`src/rtl/lsu_pkg.sv`:
```
// rtl/lsu_pkg.sv - shared types and P7 address-map constants for the load/store unit
package lsu_pkg;

  typedef enum logic [3:0] {
    LSU_NONE = 4'd0,
    LSU_LW   = 4'd1,
    LSU_LH   = 4'd2,
    LSU_LHU  = 4'd3,
    LSU_LB   = 4'd4,
    LSU_LBU  = 4'd5,
    LSU_SW   = 4'd6,
    LSU_SH   = 4'd7,
    LSU_SB   = 4'd8
  } lsu_op_t;

  localparam logic [4:0]  EXC_ADEL = 5'd4;
  localparam logic [4:0]  EXC_ADES = 5'd5;

  localparam logic [31:0] DM_LIMIT = 32'h0000_3000;
  localparam logic [31:0] TC0_BASE = 32'h0000_7F00;
  localparam logic [31:0] TC1_BASE = 32'h0000_7F10;
  localparam logic [31:0] INT_BASE = 32'h0000_7F20;
  localparam logic [31:0] TC_SPAN  = 32'd12;
  localparam logic [31:0] INT_SPAN = 32'd4;
  localparam logic [3:0]  TC_COUNT_OFS = 4'h8;

  function automatic logic op_is_load(input lsu_op_t op);
    return (op == LSU_LW) || (op == LSU_LH) || (op == LSU_LHU) ||
           (op == LSU_LB) || (op == LSU_LBU);
  endfunction

  function automatic logic op_is_store(input lsu_op_t op);
    return (op == LSU_SW) || (op == LSU_SH) || (op == LSU_SB);
  endfunction

endpackage

```
`src/rtl/lsu_load_ext.sv`:
```
// rtl/lsu_load_ext.sv - byte/half lane select with sign or zero extension for W-stage load data
module lsu_load_ext
  import lsu_pkg::*;
(
  input  logic [31:0] word,
  input  lsu_op_t     op,
  input  logic [1:0]  lo,
  output logic [31:0] data
);

  logic [7:0]  sel_byte;
  logic [15:0] sel_half;

  always_comb begin
    sel_byte = 8'h00;
    sel_half = 16'h0000;
    data     = 32'h0000_0000;
    case (lo)
      2'd0:    sel_byte = word[7:0];
      2'd1:    sel_byte = word[15:8];
      2'd2:    sel_byte = word[23:16];
      default: sel_byte = word[31:24];
    endcase
    sel_half = lo[1] ? word[31:16] : word[15:0];
    case (op)
      LSU_LW:  data = word;
      LSU_LH:  data = {{16{sel_half[15]}}, sel_half};
      LSU_LHU: data = {16'h0000, sel_half};
      LSU_LB:  data = {{24{sel_byte[7]}}, sel_byte};
      LSU_LBU: data = {24'h00_0000, sel_byte};
      default: data = 32'h0000_0000;
    endcase
  end

endmodule

```
`src/rtl/lsu_bus_master.sv`:
```
// rtl/lsu_bus_master.sv - M-stage load/store bus initiator with AdEL/AdES and W load register
// Optional performance counters are built when LSU_PERF_CNT_EN is defined.
module lsu_bus_master
  import lsu_pkg::*;
(
  input  logic        clk,
  input  logic        reset,
  input  logic        m_valid,
  input  lsu_op_t     m_op,
  input  logic [31:0] m_addr,
  input  logic [31:0] m_store_data,
  input  logic [31:0] m_pc,
  input  logic        flush,
  input  logic        w_en,
  input  logic [31:0] m_data_rdata,
  input  logic [31:0] tc0_rdata,
  input  logic [31:0] tc1_rdata,
  output logic [31:0] m_data_addr,
  output logic [31:0] m_data_wdata,
  output logic [3:0]  m_data_byteen,
  output logic [31:0] m_int_addr,
  output logic [3:0]  m_int_byteen,
  output logic        tc0_we,
  output logic        tc1_we,
  output logic [31:0] m_inst_addr,
  output logic        exc_valid,
  output logic [4:0]  exc_code,
`ifdef LSU_PERF_CNT_EN
  output logic [31:0] perf_loads,
  output logic [31:0] perf_stores,
  output logic [31:0] perf_excs,
`endif
  output logic [31:0] w_load_data,
  output logic        w_load_valid
);

  logic        is_load, is_store, is_word, is_half, is_byte;
  logic        in_dm, in_tc0, in_tc1, in_int, in_tc;
  logic        misaligned, unmapped, tc_narrow, tc_count_wr;
  logic        load_ok, store_ok;
  logic [3:0]  lane_en;
  logic [31:0] rd_sel;

  logic [31:0] w_word_q, w_word_d;
  lsu_op_t     w_op_q, w_op_d;
  logic [1:0]  w_lo_q, w_lo_d;
  logic        w_valid_q, w_valid_d;

  always_comb begin
    is_load  = op_is_load(m_op);
    is_store = op_is_store(m_op);
    is_word  = (m_op == LSU_LW) || (m_op == LSU_SW);
    is_half  = (m_op == LSU_LH) || (m_op == LSU_LHU) || (m_op == LSU_SH);
    is_byte  = (m_op == LSU_LB) || (m_op == LSU_LBU) || (m_op == LSU_SB);

    in_dm  = m_addr < DM_LIMIT;
    in_tc0 = (m_addr >= TC0_BASE) && (m_addr < TC0_BASE + TC_SPAN);
    in_tc1 = (m_addr >= TC1_BASE) && (m_addr < TC1_BASE + TC_SPAN);
    in_int = (m_addr >= INT_BASE) && (m_addr < INT_BASE + INT_SPAN);
    in_tc  = in_tc0 || in_tc1;

    misaligned  = (is_word && (m_addr[1:0] != 2'b00)) || (is_half && m_addr[0]);
    unmapped    = !(in_dm || in_tc || in_int);
    tc_narrow   = in_tc && (is_half || is_byte);
    // Both timer bases are 16-byte aligned, so the low nibble is the register offset.
    tc_count_wr = in_tc && is_store && (m_addr[3:0] == TC_COUNT_OFS);

    exc_valid = m_valid && (m_op != LSU_NONE) &&
                (misaligned || unmapped || tc_narrow || tc_count_wr);
    exc_code  = exc_valid ? (is_store ? EXC_ADES : EXC_ADEL) : 5'd0;

    load_ok  = m_valid && is_load  && !exc_valid && !flush;
    store_ok = m_valid && is_store && !exc_valid && !flush;

    m_data_wdata = m_store_data;
    lane_en      = 4'b0000;
    case (m_op)
      LSU_SW: lane_en = 4'b1111;
      LSU_SH: begin
        lane_en      = 4'b0011 << {m_addr[1], 1'b0};
        m_data_wdata = {2{m_store_data[15:0]}};
      end
      LSU_SB: begin
        lane_en      = 4'b0001 << m_addr[1:0];
        m_data_wdata = {4{m_store_data[7:0]}};
      end
      default: lane_en = 4'b0000;
    endcase

    m_data_addr   = m_addr;
    m_int_addr    = m_addr;
    m_inst_addr   = m_pc;
    m_data_byteen = (store_ok && in_dm)  ? lane_en : 4'b0000;
    m_int_byteen  = (store_ok && in_int) ? lane_en : 4'b0000;
    tc0_we        = store_ok && in_tc0;
    tc1_we        = store_ok && in_tc1;

    if (in_dm)       rd_sel = m_data_rdata;
    else if (in_tc0) rd_sel = tc0_rdata;
    else if (in_tc1) rd_sel = tc1_rdata;
    else             rd_sel = 32'h0000_0000;

    w_word_d  = w_word_q;
    w_op_d    = w_op_q;
    w_lo_d    = w_lo_q;
    w_valid_d = w_valid_q;
    if (w_en) begin
      w_word_d  = rd_sel;
      w_op_d    = m_op;
      w_lo_d    = m_addr[1:0];
      w_valid_d = load_ok;
    end
  end

  always_ff @(posedge clk or posedge reset) begin
    if (reset) begin
      w_word_q  <= 32'h0000_0000;
      w_op_q    <= LSU_NONE;
      w_lo_q    <= 2'b00;
      w_valid_q <= 1'b0;
    end else begin
      w_word_q  <= w_word_d;
      w_op_q    <= w_op_d;
      w_lo_q    <= w_lo_d;
      w_valid_q <= w_valid_d;
    end
  end

  lsu_load_ext u_load_ext (
    .word (w_word_q),
    .op   (w_op_q),
    .lo   (w_lo_q),
    .data (w_load_data)
  );

  assign w_load_valid = w_valid_q;

`ifdef LSU_PERF_CNT_EN
  logic [31:0] perf_loads_q, perf_loads_d;
  logic [31:0] perf_stores_q, perf_stores_d;
  logic [31:0] perf_excs_q, perf_excs_d;

  always_comb begin
    perf_loads_d  = perf_loads_q;
    perf_stores_d = perf_stores_q;
    perf_excs_d   = perf_excs_q;
    if (w_en) begin
      if (load_ok)   perf_loads_d  = perf_loads_q + 32'd1;
      if (store_ok)  perf_stores_d = perf_stores_q + 32'd1;
      if (exc_valid) perf_excs_d   = perf_excs_q + 32'd1;
    end
  end

  always_ff @(posedge clk or posedge reset) begin
    if (reset) begin
      perf_loads_q  <= 32'd0;
      perf_stores_q <= 32'd0;
      perf_excs_q   <= 32'd0;
    end else begin
      perf_loads_q  <= perf_loads_d;
      perf_stores_q <= perf_stores_d;
      perf_excs_q   <= perf_excs_d;
    end
  end

  assign perf_loads  = perf_loads_q;
  assign perf_stores = perf_stores_q;
  assign perf_excs   = perf_excs_q;
`endif

endmodule

```
`config.mk`:
```
export PLATFORM = sky130hd
export DESIGN_NAME = lsu_bus_master
export DESIGN_NICKNAME = d
export VERILOG_FILES = /design/src/rtl/lsu_pkg.sv /design/src/rtl/lsu_load_ext.sv /design/src/rtl/lsu_bus_master.sv
export SDC_FILE = /design/constraint.sdc
export NUM_CORES = 1
export LEC_CHECK = 0
export BUFFER_PORTS_ARGS = -buffer_cell sky130_fd_sc_hd__buf_4
export CAP_MARGIN = 20
export CORE_AREA = 2 2 149 151
export DETAILED_ROUTE_END_ITERATION = 6
export DIE_AREA = 0 0 151 153
export SLEW_MARGIN = 25
export SYNTH_ARGS = -nofsm -noshare
export SYNTH_HDL_FRONTEND = slang
export SYNTH_SLANG_ARGS = --single-unit
```
`constraint.sdc`:
```
create_clock -name clk -period 6.2 [get_ports clk]
set_input_delay 1.24 -clock clk [delete_from_list [all_inputs] [get_ports clk]]
set_output_delay 1.24 -clock clk [all_outputs]
set_load 0.02 [all_outputs]
```
==> results.yml <==
status:
  outcome: "complete, no violations"
grt:
  grt_usage_pct: 15.4
  gr-total-overflow: 0
  grt_max_degree: 75
  antenna_found_initial: 0
  first_global_vias: 4551
  grt_pass1_wl_um: 27300
sta:
  rsz0062_at_grt: "false"
  fin_crit_sh_pct: 76.2
  fin_tns_setup_ns: 0
  slew_headroom_pct: 39.8
  fin_worst_skew_ns: 0
  min_period_ns: 4.73
  slew_violations: 0
  clock.fmax_ghz: 0.212
  worst_pin_slew_ns: 0.900
  setup-violations-final: 0
  final-hold-violation-count: 0
worst_setup_path:
  crit_arrival_ns: 3.49
  cp.buffers_inverters: 2
  crit_path_max_fanout: 8
  cp-end-kind: "primary output"
  slowest_delay_ns: 0.83
  cpMaxStageDelayCell: "nor4_1"
  path_cells: "buf_4 -> nor4_1 -> nand4_2 -> nor4_1 -> nor4b_2 -> buf_4"
  critical_path_required_ns: 4.96
  crit_path_start_kind: "primary input"
  crit_type: "in -> out"
  cpLargestDelayFamily: "simple AND/OR/NAND/NOR gates"
drt:
  drt-initial-drc-count: 178
  antenna_left: 0
  wl_per_cell_um: 19.0
  drc: 0
  num_vias: 4613
  firstDrtPassIters: 6
  drt-met1-wl_um: 7280
  wl_met2_um: 9500
  highest_layer: "met4"
  routed_via_density: 4.70
  totalWireLength_um: 18600
  route.met3.wl_um: 1570
clock_tree:
  cts-root-buf: "clkbuf_16"
  clkSinkCount: 39
  hold_buffers: 0
  cts.path.max_buffers: 2
  clkTransAtPathRegs_ns: 0.06
  post_cts_buffers: 0
  htreeDepth: 2
  clock_latency_ns: 0.29
  cts_buffers: 5
  post_cts_resized: 0
  cts_tree: "done"
yosys:
  ys_async_sr_fraction_pct: 100
  yosysWarnings: 0
  synth_top_cell_area_share_pct: 21.0
  synth.area.top_cells: "dfrtp_1 (21%), buf_4 (18%), a22oi_1 (6.4%)"
  synth_area_um2: 4660
  synth_cell_type_count: 61
  syn_area_per_cell_um2: 8.86
  synth_edf_count: 0
  synth_ff_type: "dfrtp_1"
  yosysTopAreaCell: "dfrtp_1"
  synth_cells: 526
  ys_ff_latch: 39
  ys_seq_area_share_pct: 21.0
layout:
  fillers: 2291
  design_area_um2: 6450
  layout.nets: 903
  layout-drive-gt1-share_pct: 60.1
  ff_latch_area_um2: 976
  multiInputGateArea_um2: 2570
  area_growth_pct: 38.5
  diodes: 0
placed_design:
  dpl.hpwl_um: 14400
  portBuffers: 310
  gp_congestion: 0.796
  post_dp_cell_area_um2: 6270
pwr:
  p_leak_nw: 3.07
  peakVddDrop_uv: 76.9
  power.density_nw_per_um2: 134
floorplan:
  die_area_um2: 23100
  row_count: 54
  core_region_area_um2: 21500
  io_pins: 378
  die_height_um: 153
  chipWidth_um: 151
  initial_utilization_pct: 21.7
job:
  drv_cap: 0
min_path:
  hold_path.class: "reg -> reg"
[final timing paths]
kind,startpoint,endpoint,slack [ns],cells past startpoint
max,m_addr[25],m_int_byteen[2],1.47,6
min,w_load_valid$_DFFE_PP0P_,w_load_valid$_DFFE_PP0P_,0.54,2
min in group asynchronous,reset,w_word_q[17]$_DFFE_PP0P_,1.06,2
max in group asynchronous,reset,w_word_q[20]$_DFFE_PP0P_,4.67,2
max reg2reg,w_lo_q[1]$_DFFE_PP0P_,w_lo_q[1]$_DFFE_PP0P_,5.12,1
min reg2reg,w_load_valid$_DFFE_PP0P_,w_load_valid$_DFFE_PP0P_,0.54,2
[layout make-up]
| cell class | count | area share, % |
|---|---|---|
| flip-flops and latches | 39 | 15.1 |
| clock buffers | 5 | 1.94 |
| clock inverters | 2 | 0.582 |
| inverters | 13 | 0.776 |
| well taps | 280 | 5.43 |
| repair buffers | 312 | 36.3 |
| multi-input cells | 331 | 39.8 |
[sequential cells by signal (all words and copies together) (netlist names)]
signal and cells:
w_lo_q 2, w_load_valid 1, w_op_q 4, w_word_q 32
[Yosys cell counts, types with 2 or more instances]
| library cell | count |
|---|---|
| buf_4 | 111 |
| nand2_1 | 44 |
| a22oi_1 | 40 |
| dfrtp_1 | 39 |
| a31oi_1 | 33 |
| o21ai_2 | 30 |
| and2b_2 | 24 |
| a221o_1 | 16 |
| o21ai_0 | 14 |
| inv_1 | 13 |
| mux2_2 | 13 |
| buf_2 | 11 |
| nor3_1 | 11 |
| and2_1 | 9 |
| buf_6 | 9 |
| a21o_1 | 8 |
| clkbuf_1 | 8 |
| mux4_2 | 8 |
| nor2_1 | 8 |
| a21oi_1 | 5 |
| and2b_1 | 5 |
| nor2b_1 | 5 |
| nor4b_2 | 5 |
| nor4_2 | 4 |
| buf_12 | 3 |
| nand2b_1 | 3 |
| nor4_1 | 3 |
| o21ai_1 | 3 |
| a2111oi_0 | 2 |
| and3b_1 | 2 |
| dlygate4sd3_1 | 2 |
| nand4_1 | 2 |
| nor3b_1 | 2 |
| nor4_4 | 2 |
| o22ai_1 | 2 |
| or2_2 | 2 |
[power by group]
part	switching (mW)	internal, mW
registers	0.0135	0.258
clock network	0.114	0.188
logic	0.146	0.143
total	0.274	0.589
[cells by family after synthesis]
kind of cell           share of synthesized area [%]
other                                         0.0805
buffers and inverters                           24.8
muxes                                           7.23
DFF                                             21.0
AOI/OAI and AO/OA                               25.9
and+or+nand+nor                                 21.0
[layout by cell type (no fill, tap or decap), types with 2 or more instances in the layout]
cell type,n
and2b_2,24
a31oi_1,33
a21o_1,8
nor4b_2,5
nor3b_1,2
clkbuf_16,5
o21ai_2,30
inv_1,12
or2_2,2
conb_1,3
nand2b_1,3
a221o_1,16
nor4_2,4
nor4_4,2
mux2_2,13
a22oi_1,40
mux4_2,8
nor2_2,2
and2b_1,5
and2_1,9
nor2b_1,5
nand4_1,2
nand2_1,44
o21ai_0,14
buf_4,312
nor3_4,2
nor3_1,9
nor4_1,3
and3b_1,2
o22ai_1,2
dfrtp_1,39
a21oi_1,5
a2111oi_0,2
nor2_1,7
o21ai_1,3
[metal layers]
layer / vias to the layer above / global-route usage [%]
met1: 2174 / 18.4
met4: 0 / 3.96
met2: 245 / 27.7
met3: 23 / 3.43
li1: 2171 / -
met5: - / 0
[through the flow]
stage / std cells / hold WS [ns] / power [mW] / worst slack [ns] / utilization [%]
finish: 982 / 0.541 / 0.863 / 1.47 / 30.0
detailed placement: 975 / 0.536 / 0.566 / 1.42 / 29.2
global route: 982 / 0.581 / 0.908 / 1.23 / 30.0
global placement: 975 / 0.535 / 0.564 / 1.46 / 29.2
CTS: 982 / 0.545 / 0.880 / 1.40 / 30.0
floorplan: 528 / 0.520 / 0.465 / 1.92 / -
No activity file was read; power rests on OpenSTA's default activity.
